`src/rtl/axi_traffic_initiator.sv`:
```
`timescale 1ns/1ps
`default_nettype none
// +----------------------------------------------------------------------------+
// | axi_traffic_initiator : AXI4 write-then-read-back burst traffic + checker   |
// | Revision: 1.0                                                               |
// +----------------------------------------------------------------------------+

package axi_traffic_initiator_pkg;
   localparam int unsigned AddrWidth = 48;
   localparam int unsigned DataWidth = 64;
   localparam int unsigned IdWidth   = 6;
   localparam int unsigned UserWidth = 2;

   typedef struct packed {
      logic [IdWidth-1:0]   id;
      logic [AddrWidth-1:0] addr;
      logic [7:0]           len;
      logic [2:0]           size;
      logic [1:0]           burst;
      logic                 lock;
      logic [3:0]           cache;
      logic [2:0]           prot;
      logic [3:0]           qos;
      logic [3:0]           region;
      logic [5:0]           atop;
      logic [UserWidth-1:0] user;
   } aw_chan_t;

   typedef struct packed {
      logic [DataWidth-1:0]   data;
      logic [DataWidth/8-1:0] strb;
      logic                   last;
      logic [UserWidth-1:0]   user;
   } w_chan_t;

   typedef struct packed {
      logic [IdWidth-1:0]   id;
      logic [1:0]           resp;
      logic [UserWidth-1:0] user;
   } b_chan_t;

   typedef struct packed {
      logic [IdWidth-1:0]   id;
      logic [AddrWidth-1:0] addr;
      logic [7:0]           len;
      logic [2:0]           size;
      logic [1:0]           burst;
      logic                 lock;
      logic [3:0]           cache;
      logic [2:0]           prot;
      logic [3:0]           qos;
      logic [3:0]           region;
      logic [UserWidth-1:0] user;
   } ar_chan_t;

   typedef struct packed {
      logic [IdWidth-1:0]   id;
      logic [DataWidth-1:0] data;
      logic [1:0]           resp;
      logic                 last;
      logic [UserWidth-1:0] user;
   } r_chan_t;

   typedef struct packed {
      aw_chan_t aw;
      logic     aw_valid;
      w_chan_t  w;
      logic     w_valid;
      logic     b_ready;
      ar_chan_t ar;
      logic     ar_valid;
      logic     r_ready;
   } axi_req_t;

   typedef struct packed {
      logic    aw_ready;
      logic    ar_ready;
      logic    w_ready;
      logic    b_valid;
      b_chan_t b;
      logic    r_valid;
      r_chan_t r;
   } axi_rsp_t;
endpackage

module axi_traffic_initiator #(
   parameter type                 axi_req_t = axi_traffic_initiator_pkg::axi_req_t,
   parameter type                 axi_rsp_t = axi_traffic_initiator_pkg::axi_rsp_t,
   parameter int unsigned         AddrWidth = 48,
   parameter int unsigned         DataWidth = 64,
   parameter int unsigned         IdWidth   = 6,
   parameter int unsigned         UserWidth = 2,
   parameter int unsigned         NumBeats  = 8,
   parameter int unsigned         NumBursts = 16,
   parameter logic [AddrWidth-1:0] BaseAddr = '0,
   parameter logic [31:0]         Seed      = 32'hA5A5_0000
) (
   input  logic        clk_i,
   input  logic        rst_i,
   input  logic        start_i,
   output axi_req_t    axi_req_o,
   input  axi_rsp_t    axi_rsp_i,
   output logic        busy_o,
   output logic        done_o,
   output logic [15:0] err_cnt_o
);

   localparam int unsigned   BytesPerBeat = DataWidth / 8;
   localparam int unsigned   SizeVal      = $clog2(BytesPerBeat);
   localparam int unsigned   BurstBytes   = NumBeats * BytesPerBeat;
   localparam int unsigned   BurstW       = $clog2(NumBursts + 1);
   localparam int unsigned   Copies       = DataWidth / 32;
   localparam logic [7:0]    LastBeat     = 8'(NumBeats - 1);
   localparam logic [BurstW-1:0] LastBurst = BurstW'(NumBursts - 1);

   typedef enum logic [2:0] {
      S_IDLE = 3'd0,
      S_AW   = 3'd1,
      S_W    = 3'd2,
      S_B    = 3'd3,
      S_AR   = 3'd4,
      S_R    = 3'd5,
      S_DONE = 3'd6
   } state_e;

   state_e               state_q, state_d;
   logic [7:0]           beat_q, beat_d;
   logic [BurstW-1:0]    burst_q, burst_d;
   logic [AddrWidth-1:0] addr_q, addr_d;   // base address of the current burst
   logic [AddrWidth-1:0] baddr_q, baddr_d; // address of the current beat
   logic [15:0]          err_q, err_d;
   logic                 busy_q, busy_d;
   logic                 done_q, done_d;
   axi_req_t             req_q, req_d;
   logic                 err_inc;
   logic                 err_clr;

   function automatic logic [DataWidth-1:0] beat_data(input logic [31:0] a);
      return {Copies{a ^ Seed}};
   endfunction

   always_comb begin
      state_d = state_q;
      beat_d  = beat_q;
      burst_d = burst_q;
      addr_d  = addr_q;
      baddr_d = baddr_q;
      err_inc = 1'b0;
      err_clr = 1'b0;
      unique case (state_q)
         S_IDLE, S_DONE: begin
            if (start_i) begin
               state_d = S_AW;
               beat_d  = '0;
               burst_d = '0;
               addr_d  = BaseAddr;
               baddr_d = BaseAddr;
               err_clr = 1'b1;
            end
         end
         S_AW: begin
            if (axi_rsp_i.aw_ready) state_d = S_W;
         end
         S_W: begin
            if (axi_rsp_i.w_ready) begin
               if (beat_q == LastBeat) begin
                  beat_d  = '0;
                  baddr_d = addr_q;
                  state_d = S_B;
               end else begin
                  beat_d  = beat_q + 8'd1;
                  baddr_d = baddr_q + AddrWidth'(BytesPerBeat);
               end
            end
         end
         S_B: begin
            if (axi_rsp_i.b_valid) begin
               state_d = S_AR;
               err_inc = (axi_rsp_i.b.resp != 2'b00) || (axi_rsp_i.b.id != '0);
            end
         end
         S_AR: begin
            if (axi_rsp_i.ar_ready) state_d = S_R;
         end
         S_R: begin
            if (axi_rsp_i.r_valid) begin
               err_inc = (axi_rsp_i.r.data != beat_data(baddr_q[31:0]))
                      || (axi_rsp_i.r.resp != 2'b00)
                      || (axi_rsp_i.r.id != '0)
                      || (axi_rsp_i.r.last != (beat_q == LastBeat));
               // An early rlast ends the burst just like the final counted beat.
               if (axi_rsp_i.r.last || (beat_q == LastBeat)) begin
                  beat_d  = '0;
                  burst_d = burst_q + BurstW'(1);
                  if (burst_q == LastBurst) begin
                     state_d = S_DONE;
                  end else begin
                     state_d = S_AW;
                     addr_d  = addr_q + AddrWidth'(BurstBytes);
                     baddr_d = addr_q + AddrWidth'(BurstBytes);
                  end
               end else begin
                  beat_d  = beat_q + 8'd1;
                  baddr_d = baddr_q + AddrWidth'(BytesPerBeat);
               end
            end
         end
         default: state_d = S_IDLE;
      endcase
   end

   always_comb begin
      if (err_clr) begin
         err_d = '0;
      end else if (err_inc && (err_q != 16'hFFFF)) begin
         err_d = err_q + 16'd1;
      end else begin
         err_d = err_q;
      end
   end

   assign busy_d = (state_d == S_AW) || (state_d == S_W) || (state_d == S_B)
                || (state_d == S_AR) || (state_d == S_R);
   assign done_d = (state_d == S_DONE);

   // Request is built from next-state values so every output comes straight from a flop.
   always_comb begin
      req_d = '0;
      unique case (state_d)
         S_AW: begin
            req_d.aw_valid = 1'b1;
            req_d.aw.addr  = addr_d;
            req_d.aw.len   = LastBeat;
            req_d.aw.size  = 3'(SizeVal);
            req_d.aw.burst = 2'b01;
         end
         S_W: begin
            req_d.w_valid = 1'b1;
            req_d.w.data  = beat_data(baddr_d[31:0]);
            req_d.w.strb  = '1;
            req_d.w.last  = (beat_d == LastBeat);
         end
         S_B:  req_d.b_ready = 1'b1;
         S_AR: begin
            req_d.ar_valid = 1'b1;
            req_d.ar.addr  = addr_d;
            req_d.ar.len   = LastBeat;
            req_d.ar.size  = 3'(SizeVal);
            req_d.ar.burst = 2'b01;
         end
         S_R:  req_d.r_ready = 1'b1;
         default: req_d = '0;
      endcase
   end

   always_ff @(posedge clk_i or posedge rst_i) begin
      if (rst_i) begin
         state_q <= S_IDLE;
         beat_q  <= '0;
         burst_q <= '0;
         addr_q  <= BaseAddr;
         baddr_q <= BaseAddr;
         err_q   <= '0;
         busy_q  <= 1'b0;
         done_q  <= 1'b0;
         req_q   <= '0;
      end else begin
         state_q <= state_d;
         beat_q  <= beat_d;
         burst_q <= burst_d;
         addr_q  <= addr_d;
         baddr_q <= baddr_d;
         err_q   <= err_d;
         busy_q  <= busy_d;
         done_q  <= done_d;
         req_q   <= req_d;
      end
   end

   logic w_unused;
   assign w_unused = ^{axi_rsp_i.b.user, axi_rsp_i.r.user};

   assign axi_req_o = req_q;
   assign busy_o    = busy_q;
   assign done_o    = done_q;
   assign err_cnt_o = err_q;

endmodule
`default_nettype wire

```
`config.mk`:
```
export PLATFORM = sky130hd
export DESIGN_NAME = axi_traffic_initiator
export DESIGN_NICKNAME = d
export VERILOG_FILES = /design/src/rtl/axi_traffic_initiator.sv
export SDC_FILE = /design/constraint.sdc
export NUM_CORES = 1
export LEC_CHECK = 0
export CORE_AREA = 2 2 186 188
export DETAILED_ROUTE_END_ITERATION = 7
export DIE_AREA = 0 0 188 190
export PLACE_DENSITY = 0.68
export SLEW_MARGIN = 30
export SYNTH_ARGS = -nofsm -noshare
export SYNTH_HDL_FRONTEND = slang
export SYNTH_SLANG_ARGS = --single-unit
```
`constraint.sdc`:
```
create_clock -name clk_i -period 8.5 [get_ports clk_i]
set_input_delay 0.85 -clock clk_i [delete_from_list [all_inputs] [get_ports clk_i]]
set_output_delay 0.85 -clock clk_i [all_outputs]
set_load 0.05 [all_outputs]
```
=== Word level (Yosys, flattened, before mapping) ===
Cells that the tools add are included.

* Muxes and demuxes: 47
* Equality and inequality tests: 23
* Add/sub/neg operators: 5
* Reduce and logical (&&, ||, !) cells: 21
* Bitwise operators: 2

{| class="wikitable"
|+ Operator list
! kind !! number
|-
| $mux W48 || 10
|-
| $pmux W48 S3 || 1
|-
| $mux W61 || 2
|-
| $pmux W48 S2 || 1
|-
| $mux W73 || 1
|-
| $ne A64 B64 Y1 || 1
|-
| $add A48 B4 Y48 const B || 1
|-
| $add A48 B7 Y48 const B || 1
|-
| $mux W8 || 5
|-
| $mux W16 || 2
|-
| $mux W3 || 9
|-
| $pmux W8 S3 || 1
|-
| $eq A3 B3 Y1 const B || 6
|-
| $pmux W3 S6 || 1
|-
| $add A16 B1 Y16 const B || 1
|-
| $eq A8 B3 Y1 const B || 2
|-
| $ne A16 B16 Y1 const B || 1
|-
| $not A8 Y8 || 2
|-
| $mux W5 || 3
|-
| $eq A3 B2 Y1 const B || 4
|-
| $reduce_bool A6 Y1 || 2
|-
| $pmux W5 S2 || 1
|-
| $logic_or A1 B1 Y1 || 9
|-
| $mux W1 || 9
|-
| other kinds (15) || 22
|}

* Logic and storage cells: 123
* Output and inout port bits: 274
* Flip-flop bits (word level): 330
* Input bits: 93

=== Depth between registers and ports, before layout ===
Gate-level depths: netlist of the first run.

* Depth after elaboration: 10
* Gate-level depth with buffers: 15
* Mapped depth without buffers: 12

=== Worst setup path before layout of the first run ===
No wires, ideal clock.

* Path kind: register -> register
* Start point: register beat_q[5]
* End point: register req_q (netlist bit axi_req_o[91])
* Required time: 8.406 ns
* Setup slack: 5.078 ns
* Library setup time: 0.094 ns
* Stages on the path, launching flop included: 12
* Data arrival time: 3.328 ns
* Period minus slack after synthesis: 3.422 ns
* Buffers on the path: 1
* Cell sequence: dfrtp_1 > or4_4 > nor3_4 > inv_2 > ha_1 > buf_2 > nor2b_4 > a31oi_1 > o31ai_2 > or3b_1 > or4b_4 > nor4b_4

{| class="wikitable"
|+ RTL lines
! element !! line !! source
|-
| start, declared || 127 || <nowiki>logic [7:0] beat_q, beat_d;</nowiki>
|-
| start signal, assigned || 269 || <nowiki>beat_q <= beat_d;</nowiki>
|-
| end signal, assigned || 276 || <nowiki>req_q <= req_d;</nowiki>
|-
| end, declared || 134 || <nowiki>axi_req_t req_q, req_d;</nowiki>
|}

=== Worst setup path in the final report of the first run ===
* Start point: register beat_q[5]
* End point: register req_q (netlist bit axi_req_o[161])

* Longest elaborated chain between the ends: 7
* Elaborated cells between the ends (all ways): 15
* Classes of those cells: eq/ne: 2; mux: 11; bitwise: 1; reduce/logical: 1

{| class="wikitable"
|+ RTL lines
! element !! line !! source
|-
| $eq A8 B3 Y1 (*) || 166, 192 ||
|-
| $logic_or A1 B1 Y1 || 192 || <nowiki>if (axi_rsp_i.r.last || (beat_q == LastBeat)) begin</nowiki>
|-
| $mux W3 || 192 ||
|-
| $mux W3 || 186 || <nowiki>if (axi_rsp_i.r_valid) begin</nowiki>
|-
| $pmux W3 S6 (*) || 150 || <nowiki>unique case (state_q)</nowiki>
|-
| named net state_d[0] || 126 || <nowiki>state_e state_q, state_d;</nowiki>
|-
| $eq A3 B2 Y1 (*) || 229 || <nowiki>unique case (state_d)</nowiki>
|-
| $mux W73 (*) || 229 ||
|}

The timed path passes the listed nets; every way through them passes the cells marked *. The select of a mux whose other input is x is not followed.
A chain may end at the register's enable or synchronous reset.

==> results.py, run 1 <==
metrics = {
    "timing": {
        "slew_viol_final": 0,
        "timing.hold.ws_ps": 478,
        "tightestPinTransition_ps": 966,
        "clock.fmax_ghz": 0.193,
        "fin_crit_ps": 5190,
        "hold_violations": 0,
        "rsz0062_at_grt": "no",
        "setup_viol": 0,
        "relSlewSlack_pct": 35.6,
        "fin_crit_sh_pct": 61.0,
        "fin_setup_tns_ps": 0,
        "finClkSkew_ps": 12.4,
    },
    "grt": {
        "grt_max_degree": 140,
        "grt_antenna_before_repair": 1,
        "grt_pass1_vias": 10933,
        "grt_pass1_wl_mm": 62.8,
        "grtUsageTotal_pct": 22.3,
        "gr-total-overflow": 0,
    },
    "floorplan": {
        "die_height_um": 190,
        "ioPinCount": 367,
        "core_area_sq_um": 33900,
        "die_width_um": 188,
        "start_util_pct": 39.1,
        "dieArea_sq_um": 35700,
        "rows": 68,
    },
    "cells_and_area": {
        "ff_latch_area_sq_um": 6210,
        "nets": 1758,
        "fillers": 3148,
        "area_growth_pct": 26.4,
        "drive_gt1_share_pct": 5.90,
        "post-route-cell-area_sq_um": 16800,
        "multi_input_area_sq_um": 5790,
    },
    "place": {
        "dpl.hpwl_mm": 30.3,
        "routabilityCongestion": 0.894,
        "post_dp_cell_area_sq_um": 15800,
        "io_buffers": 292,
    },
    "logic_synthesis": {
        "seq_area_frac_synth_pct": 46.7,
        "yosysWarnings": 0,
        "synth.distinct_cells": 97,
        "synth_edf_count": 0,
        "synth_area_per_cell_sq_um": 9.11,
        "synth_ff_type": "dfrtp_1",
        "async_flop_share_pct": 100,
        "yosys_register_bits": 248,
        "netlist_instances": 1457,
        "synth.cell_area_sq_um": 13300,
    },
    "setup_path": {
        "path_cells": "or4_4 -> nor3_4 -> inv_2 -> ha_1 -> nor2b_4 -> nand2b_1 -> a22o_2 -> nand3b_4 -> or3b_1 -> inv_1 -> and3_1",
        "path_buf_inv": 2,
        "critPathSlowestCell": "or3b_1",
        "crit_required_ps": 8940,
        "regToRegSetupSlack_ps": 3310,
        "crit_path_end_kind": "flop",
        "startpoint_type": "flop",
        "critical_path_class": "flop to flop",
        "critical_path.max_fanout": 22,
        "worstPathArrival_ps": 5630,
        "cp_slowest_stage_delay_ps": 770,
        "path_delay_family": "simple AND/OR/NAND/NOR gates",
    },
    "cts": {
        "root_buffer": "clkbuf_16",
        "cts_tree": "done",
        "clk_latency_ps": 550,
        "hold_buffers": 0,
        "htree_num_levels": 1,
        "cts_resized": 0,
        "numCtsBuffers": 27,
        "clk_pin_slew_ps": 70,
        "cts_num_sinks": 248,
        "clock_path_buffers": 3,
        "post_cts_buffers": 0,
    },
    "power_and_ir_drop": {
        "p_per_area_nw_per_um2": 230,
        "p_leak_uw": 0.00747,
        "ir_drop_mv": 0.220,
    },
    "route": {
        "ant_nets": 0,
        "drt_iter0_markers": 943,
        "drt_first_pass_iters": 5,
        "wirelength_mm": 40.8,
        "vias_per_cell": 5.32,
        "detail_route.wl_per_cell_um": 19.1,
        "drc_errors": 0,
        "routed-via-count": 11351,
    },
    "run_status": {
        "status": "finished clean",
    },
    "flow_run": {
        "drv_cap": 0,
    },
    "worst_hold_path": {
        "hold_class": "flop to flop",
    },
}
-- final cells by class --
type                    instances  area share [%]
diodes                          1          0.0149
clock buffers                  30            4.21
repair buffers                301            17.8
inverters                      75            1.75
clock inverters                19            1.30
well taps                     455            3.39
multi-input cells            1004            34.5
flip-flops and latches        248            37.0
-- logic make-up after synthesis --
kind of cell / after synthesis / synth area share [%]
compound gates: 327 / 15.5
xor+xnor: 44 / 2.90
fa+ha+maj: 8 / 0.754
buf+inv: 274 / 11.7
flops: 248 / 46.7
mux: 6 / 0.471
other cells: 1 / 0.0282
simple gates: 549 / 21.9
-- per-layer routing --
layer	global-route usage [%]	vias up	wire length [um]
met5	0	-	0
met4	5.78	0	838
met3	4.22	56	3060
met2	37.3	468	19500
met1	29.9	5516	17400
li1	-	5311	-
-- state kept, by name (all words and copies together) (netlist names) --
| signal | cells |
|---|---|
| addr_q | 48 |
| axi_req_o | 134 |
| baddr_q | 32 |
| beat_q | 8 |
| burst_q | 5 |
| busy_o | 1 |
| done_o | 1 |
| err_cnt_o | 16 |
| state_q | 3 |
-- placed cells by master, fill, tap and decap left out, types with 5 or more instances in the layout --
| cell type | synthesis | layout |
|---|---|---|
| nand4b_1 | 5 | 5 |
| clkdlybuf4s50_1 | 0 | 292 |
| and3_1 | 28 | 28 |
| or3_1 | 19 | 19 |
| xnor2_1 | 23 | 23 |
| o21ai_0 | 99 | 99 |
| nand4_1 | 23 | 23 |
| nor4_1 | 20 | 20 |
| nor3_1 | 33 | 33 |
| nand3_1 | 52 | 52 |
| o31ai_1 | 7 | 7 |
| or4_1 | 13 | 13 |
| nand2b_1 | 8 | 8 |
| clkbuf_16 | 0 | 27 |
| ha_1 | 8 | 8 |
| clkinvlp_4 | 0 | 7 |
| o211ai_1 | 15 | 15 |
| dfrtp_1 | 248 | 248 |
| and4_1 | 8 | 8 |
| o21a_1 | 5 | 5 |
| buf_4 | 131 | 9 |
| a21oi_1 | 89 | 89 |
| a31oi_1 | 20 | 20 |
| a211oi_1 | 10 | 9 |
| nor2b_1 | 14 | 14 |
| conb_1 | 1 | 70 |
| a2111oi_0 | 5 | 5 |
| xor2_1 | 21 | 21 |
| inv_1 | 73 | 72 |
| and2_1 | 28 | 28 |
| nand2_1 | 117 | 115 |
| o22ai_1 | 5 | 5 |
| nor2_1 | 143 | 143 |
| a21o_1 | 10 | 10 |
-- worst paths after layout --
path / from / endpoint / depth (start not counted)
max in group asynchronous: rst_i / err_cnt_o[12] / 3
min in group asynchronous: rst_i / axi_req_o[58] / 2
max: beat_q[5] / axi_req_o[161] / 11
max reg2reg: beat_q[5] / axi_req_o[161] / 11
min: burst_q[4] / burst_q[4] / 2
min reg2reg: burst_q[4] / burst_q[4] / 2
-- cells in the mapped netlist, types with 7 or more instances --
master    number  share of area, %
a211oi_1      10              0.57
a21o_1        10              0.57
a21oi_1       89               3.4
a31oi_1       20              0.94
and2_1        28               1.3
and3_1        28               1.3
and4_1         8              0.53
buf_1          7              0.20
buf_2         22              0.83
buf_4        131               7.4
clkbuf_1      37               1.0
dfrtp_1      248                47
ha_1           8              0.75
inv_1         73               2.1
nand2_1      117               3.3
nand2b_1       8              0.38
nand3_1       52               2.0
nand4_1       23               1.1
nor2_1       143               4.0
nor2b_1       14              0.66
nor3_1        33               1.2
nor4_1        20              0.94
o211ai_1      15              0.85
o21ai_0       99               3.7
o31ai_1        7              0.40
or3_1         19              0.90
or4_1         13              0.74
xnor2_1       23               1.5
xor2_1        21               1.4
-- where the power goes --
part | switching [uW] | total, uW | internal [uW]
combinational | 940 | 1300 | 358
sequential | 105 | 1350 | 1240
clock | 510 | 1210 | 700
-- per-stage QoR --
step,std cells,util (%),setup WS [ps],total power (uW)
global route,2133,49.4,2940,4030
detailed placement,2083,46.6,3210,2670
finish,2133,49.4,3310,3860
floorplan,1526,-,835,2350
global placement,2083,46.6,3350,2650
CTS,2132,49.4,3210,3890
-- tightest hold or removal path: cells and delay by family (launching register included) --
kind	cells	cell delay (ps)
DFF	1	340
and+or+nand+nor	1	50
AOI/OAI and AO/OA	1	50
(Power assumes the default switching activity.)
==> run 2: changes to the inputs <==
PLACE_DENSITY = 0.7   (was 0.68)
clock period = 4.5 ns   (was 8.5 ns; I/O delays follow)
==> run 2 against run 1 <==
Flip-flop and latch count is the same. Largest power group unchanged. Maximum frequency grew 31%. Global-route usage grew 0.23 points. Final area grew 1.7%. Critical path type unchanged. Combinational power grew 95%. Power grew 97%.
==> results.py, run 2 (synthesis results as in run 1) <==
metrics = {
    "run_status": {
        "status": "finished clean",
    },
    "worst_hold_path": {
        "hold_class": "input port to asynchronous set/reset pin",
    },
    "cells_and_area": {
        "diodes": 0,
        "layout.cells.most_common_list": "clkdlybuf4s50_1, dfrtp_1, nor2_1",
        "fillers": 3111,
        "nets": 1778,
        "area_growth_pct": 28.5,
        "largest_reg_flops": 134,
        "post-route-cell-area_sq_um": 17100,
        "drive_gt1_share_pct": 6.89,
        "ff_latch_area_sq_um": 6210,
        "layout_commonest_cell": "clkdlybuf4s50_1",
        "multi_input_area_sq_um": 5770,
    },
    "cts": {
        "cts_resized": 0,
        "cts_tree": "done",
        "clock_path_buffers": 3,
        "clk_pin_slew_ps": 60,
        "post_cts_buffers": 0,
        "htree_num_levels": 1,
        "numCtsBuffers": 28,
        "clk_latency_ps": 570,
        "cts_num_sinks": 248,
        "hold_buffers": 0,
        "root_buffer": "clkbuf_16",
    },
    "route": {
        "wirelength_mm": 41.4,
        "drt_first_pass_iters": 7,
        "drt_iter0_markers": 829,
        "routed-via-count": 11427,
        "detail_route.wl_per_cell_um": 19.2,
        "drc_errors": 0,
        "ant_nets": 0,
        "vias_per_cell": 5.31,
    },
    "power_and_ir_drop": {
        "p_per_area_nw_per_um2": 446,
        "ir_drop_mv": 0.302,
        "p_leak_uw": 0.00763,
    },
    "timing": {
        "fin_setup_tns_ps": 0,
        "timing.hold.ws_ps": 281,
        "fin_crit_ps": 3960,
        "hold_violations": 0,
        "finClkSkew_ps": 27.8,
        "relSlewSlack_pct": 47.7,
        "slew_viol_final": 0,
        "rsz0062_at_grt": "no",
        "fin_crit_sh_pct": 88.1,
        "tightestPinTransition_ps": 779,
        "clock.fmax_ghz": 0.252,
        "setup_viol": 0,
    },
    "grt": {
        "gr-total-overflow": 0,
        "grt_max_degree": 90,
        "grt_pass1_wl_mm": 63.2,
        "grt_antenna_before_repair": 0,
        "grt_pass1_vias": 10745,
        "grtUsageTotal_pct": 22.6,
    },
    "setup_path": {
        "critical_path.max_fanout": 10,
        "r2r-start": "beat_q[5]",
        "crit_path_end_kind": "flop",
        "worstPathArrival_ps": 4420,
        "critical_path_class": "flop to flop",
        "startpoint": "beat_q[5]",
        "crit_required_ps": 4950,
        "startpoint_type": "flop",
    },
    "flow_run": {
        "drv_cap": 0,
    },
    "place": {
        "io_buffers": 292,
        "post_dp_cell_area_sq_um": 16000,
        "routabilityCongestion": 0.926,
        "dpl.hpwl_mm": 31.0,
    },
    "floorplan": {
        "dieArea_sq_um": 35700,
        "core_area_sq_um": 33900,
        "ioPinCount": 367,
        "die_width_um": 188,
        "die_height_um": 190,
        "start_util_pct": 39.1,
        "rows": 68,
    },
}
[run 2: final cells by class]
| type | instances | share of cell area (%) |
|---|---|---|
| Inverter | 75 | 1.67 |
| Multi-Input combinational cell | 1004 | 33.8 |
| Tap cell | 455 | 3.34 |
| Timing Repair Buffer | 320 | 18.7 |
| Clock buffer | 32 | 4.37 |
| Clock inverter | 19 | 1.67 |
| Sequential cell | 248 | 36.4 |
[run 2: final timing paths]
path                       depth (start not counted)              to  slack [ps]
max                                               11   axi_req_o[91]         540
max in group asynchronous                          4  axi_req_o[202]        3230
min in group clk_i                                 2      burst_q[4]         480
min                                                2   axi_req_o[58]         280
max reg2reg                                       11   axi_req_o[91]         540
min reg2reg                                        2      burst_q[4]         480
[run 2: per-layer routing]
metal  vias up  wire, um  GRT usage (%)
met3        43      3480           4.35
met5         -         0              0
met2       541     20000           38.5
met4         0       565           3.94
met1      5489     17400           30.3
li1       5354         -              -
[run 2: power by group]
group          internal (uW)  total [uW]  leakage, uW  switching, uW
sequential              2350        2550      0.00344            206
clock                   1540        2520     0.000493            978
combinational            744        2530      0.00370           1790
total                   4630        7610      0.00763           2970
[run 2: per-stage QoR]
step	utilization (%)	worst slack, ps	std cells	power, uW
after floorplan	-	790	1526	4440
after global placement	47.2	662	2101	5090
after detailed placement	47.2	616	2102	5120
after CTS	50.3	598	2153	7670
after global routing	50.3	401	2153	7950
final	50.3	537	2153	7610
[run 2: critical path, stage by stage (launching register included)]
cell and delay (ps):
dfrtp_1 420, or4_4 590, nor3_4 210, inv_2 140
ha_1 370, nor3b_2 300, a21oi_1 110, o21ai_0 240
nand2_1 180, or3b_1 530, or4b_4 570, nor4b_4 210
==> run 3: changes to the inputs <==
PLACE_DENSITY = 0.71   (was 0.7)
==> run 3 against run 2 <==
Power is 3.5% lower. Non-clock buffer count fell by 2. Routed wire length up 0.44%. Highest routed layer unchanged.
==> results.py, run 3 (synthesis results as in run 1) <==
metrics = {
    "route": {
        "ant_nets": 0,
        "detail_route.wl_per_cell_um": 19.4,
        "drt_first_pass_iters": 7,
        "drt_iter0_markers": 859,
        "routed-via-count": 11558,
        "drc_errors": 0,
        "vias_per_cell": 5.38,
        "wirelength_mm": 41.6,
    },
    "floorplan": {
        "rows": 68,
        "die_height_um": 190,
        "core_area_sq_um": 33900,
        "ioPinCount": 367,
        "start_util_pct": 39.1,
        "die_width_um": 188,
        "dieArea_sq_um": 35700,
    },
    "grt": {
        "grt_pass1_vias": 10930,
        "gr-total-overflow": 0,
        "grt_pass1_wl_mm": 63.7,
        "grt_antenna_before_repair": 0,
        "grtUsageTotal_pct": 22.7,
        "grt_max_degree": 177,
    },
    "timing": {
        "clock.fmax_ghz": 0.256,
        "relSlewSlack_pct": 41.5,
        "fin_crit_ps": 3900,
        "setup_viol": 0,
        "rsz0062_at_grt": "no",
        "tightestPinTransition_ps": 877,
        "fin_crit_sh_pct": 86.7,
        "hold_violations": 0,
        "slew_viol_final": 0,
        "fin_ws_ps": 597,
        "finClkSkew_ps": 24.1,
        "fin_setup_tns_ps": 0,
    },
    "cts": {
        "htree_num_levels": 1,
        "cts_resized": 0,
        "root_buffer": "clkbuf_16",
        "clk_latency_ps": 560,
        "clk_pin_slew_ps": 60,
        "hold_buffers": 0,
        "numCtsBuffers": 28,
        "post_cts_buffers": 0,
        "cts_num_sinks": 248,
        "clock_path_buffers": 3,
        "cts_tree": "done",
    },
    "setup_path": {
        "reg2reg_depth": 10,
        "r2r-start": "beat_q[5]",
        "crit_path_end_kind": "flop",
        "worstPathArrival_ps": 4350,
        "startpoint_type": "flop",
        "crit_required_ps": 4950,
        "regToRegSetupSlack_ps": 600,
        "critical_path_class": "flop to flop",
        "critical_path.max_fanout": 10,
        "regToRegEndpoint": "axi_req_o[91]",
    },
    "power_and_ir_drop": {
        "p_leak_uw": 0.00757,
        "pwr-share-comb_pct": 34.7,
        "p_seq_share_pct": 34.7,
        "internal-power_uw": 4420,
        "switching_share_pct": 39.8,
        "p_per_area_nw_per_um2": 434,
        "switching_power_uw": 2920,
        "p_total_uw": 7340,
        "ir_drop_mv": 0.406,
        "power.clock.fraction_pct": 30.7,
    },
    "flow_run": {
        "drv_cap": 0,
    },
    "cells_and_area": {
        "layout_commonest_cell": "clkdlybuf4s50_1",
        "fillers": 3125,
        "layout.cells.most_common_list": "clkdlybuf4s50_1, dfrtp_1, nor2_1",
        "drive_gt1_share_pct": 6.43,
        "multi_input_area_sq_um": 5770,
        "final_core_util_pct": 49.8,
        "ff_latch_area_sq_um": 6210,
        "nets": 1776,
        "largest_reg_flops": 134,
        "diodes": 0,
        "area_growth_pct": 27.4,
    },
    "place": {
        "io_buffers": 292,
        "routabilityCongestion": 0.886,
        "dpl.hpwl_mm": 31.1,
        "dp_slack_ps": 637,
    },
    "run_status": {
        "status": "finished clean",
    },
    "worst_hold_path": {
        "hold_class": "input port to asynchronous set/reset pin",
    },
}
run 3: cell count changes in the layout (fill, tap and decap cells not counted), moves of 3 or more:
cell,before,now
bufinv_16,6,2
clkinv_2,3,6
buf_12,5,2
clkbuf_1,1,5
clkinvlp_4,5,2
run 3: layout make-up:
| type | instances | share of cell area, % |
|---|---|---|
| multi-input combinational | 1004 | 34.1 |
| sequential | 248 | 36.7 |
| tap | 455 | 3.37 |
| clock inverter | 11 | 0.725 |
| inverter | 75 | 1.69 |
| timing repair buffer | 318 | 18.7 |
| clock buffer | 38 | 4.66 |
run 3: worst max-delay path by stage:
| stage | start | endpoint | slack [ps] | depth (start not counted) |
|---|---|---|---|---|
| after detailed placement | beat_q[5] | axi_req_o[91] | 640 | 11 |
| after CTS | beat_q[5] | axi_req_o[91] | 600 | 10 |
| after global placement | beat_q[5] | axi_req_o[91] | 650 | 11 |
| after global routing | beat_q[5] | axi_req_o[91] | 370 | 11 |
| after floorplan | rst_i | addr_q[0] | 790 | 1 |
| final | beat_q[5] | axi_req_o[91] | 600 | 10 |
run 3: metrics by stage:
| stage | cell area, sq um | cells | hold WS, ps |
|---|---|---|---|
| global route | 16900 | 2149 | 291 |
| CTS | 16900 | 2148 | 264 |
| global placement | 16000 | 2099 | 460 |
| detailed placement | 16000 | 2099 | 467 |
| finish | 16900 | 2149 | 268 |
| floorplan | 13500 | 1526 | 449 |
run 3: critical path, cell delays in order, from the launching register on:
cell and delay (ps):
dfrtp_1 420, or4_4 590, nor3_4 200, inv_2 140, ha_1 330, nor2b_4 240
a31oi_1 120, o31ai_2 420, or3b_1 550, or4b_4 590, nor4b_4 210
run 3: per-layer routing:
metal / wire length (um) / track usage [%]
met5: 0 / 0
met4: 872 / 5.36
met3: 3640 / 4.54
met2: 20100 / 38.5
met1: 17000 / 29.9
run 3: power by group through the flow:
stage          logic [uW]  clock network [uW]  registers, uW
2_1_floorplan        1750                   0           2680
3_3_place_gp         2510                   0           2580
3_5_place_dp         2550                   0           2580
4_1_cts              2560                2290           2540
5_1_grt              2720                2380           2570
6_report             2540                2250           2550
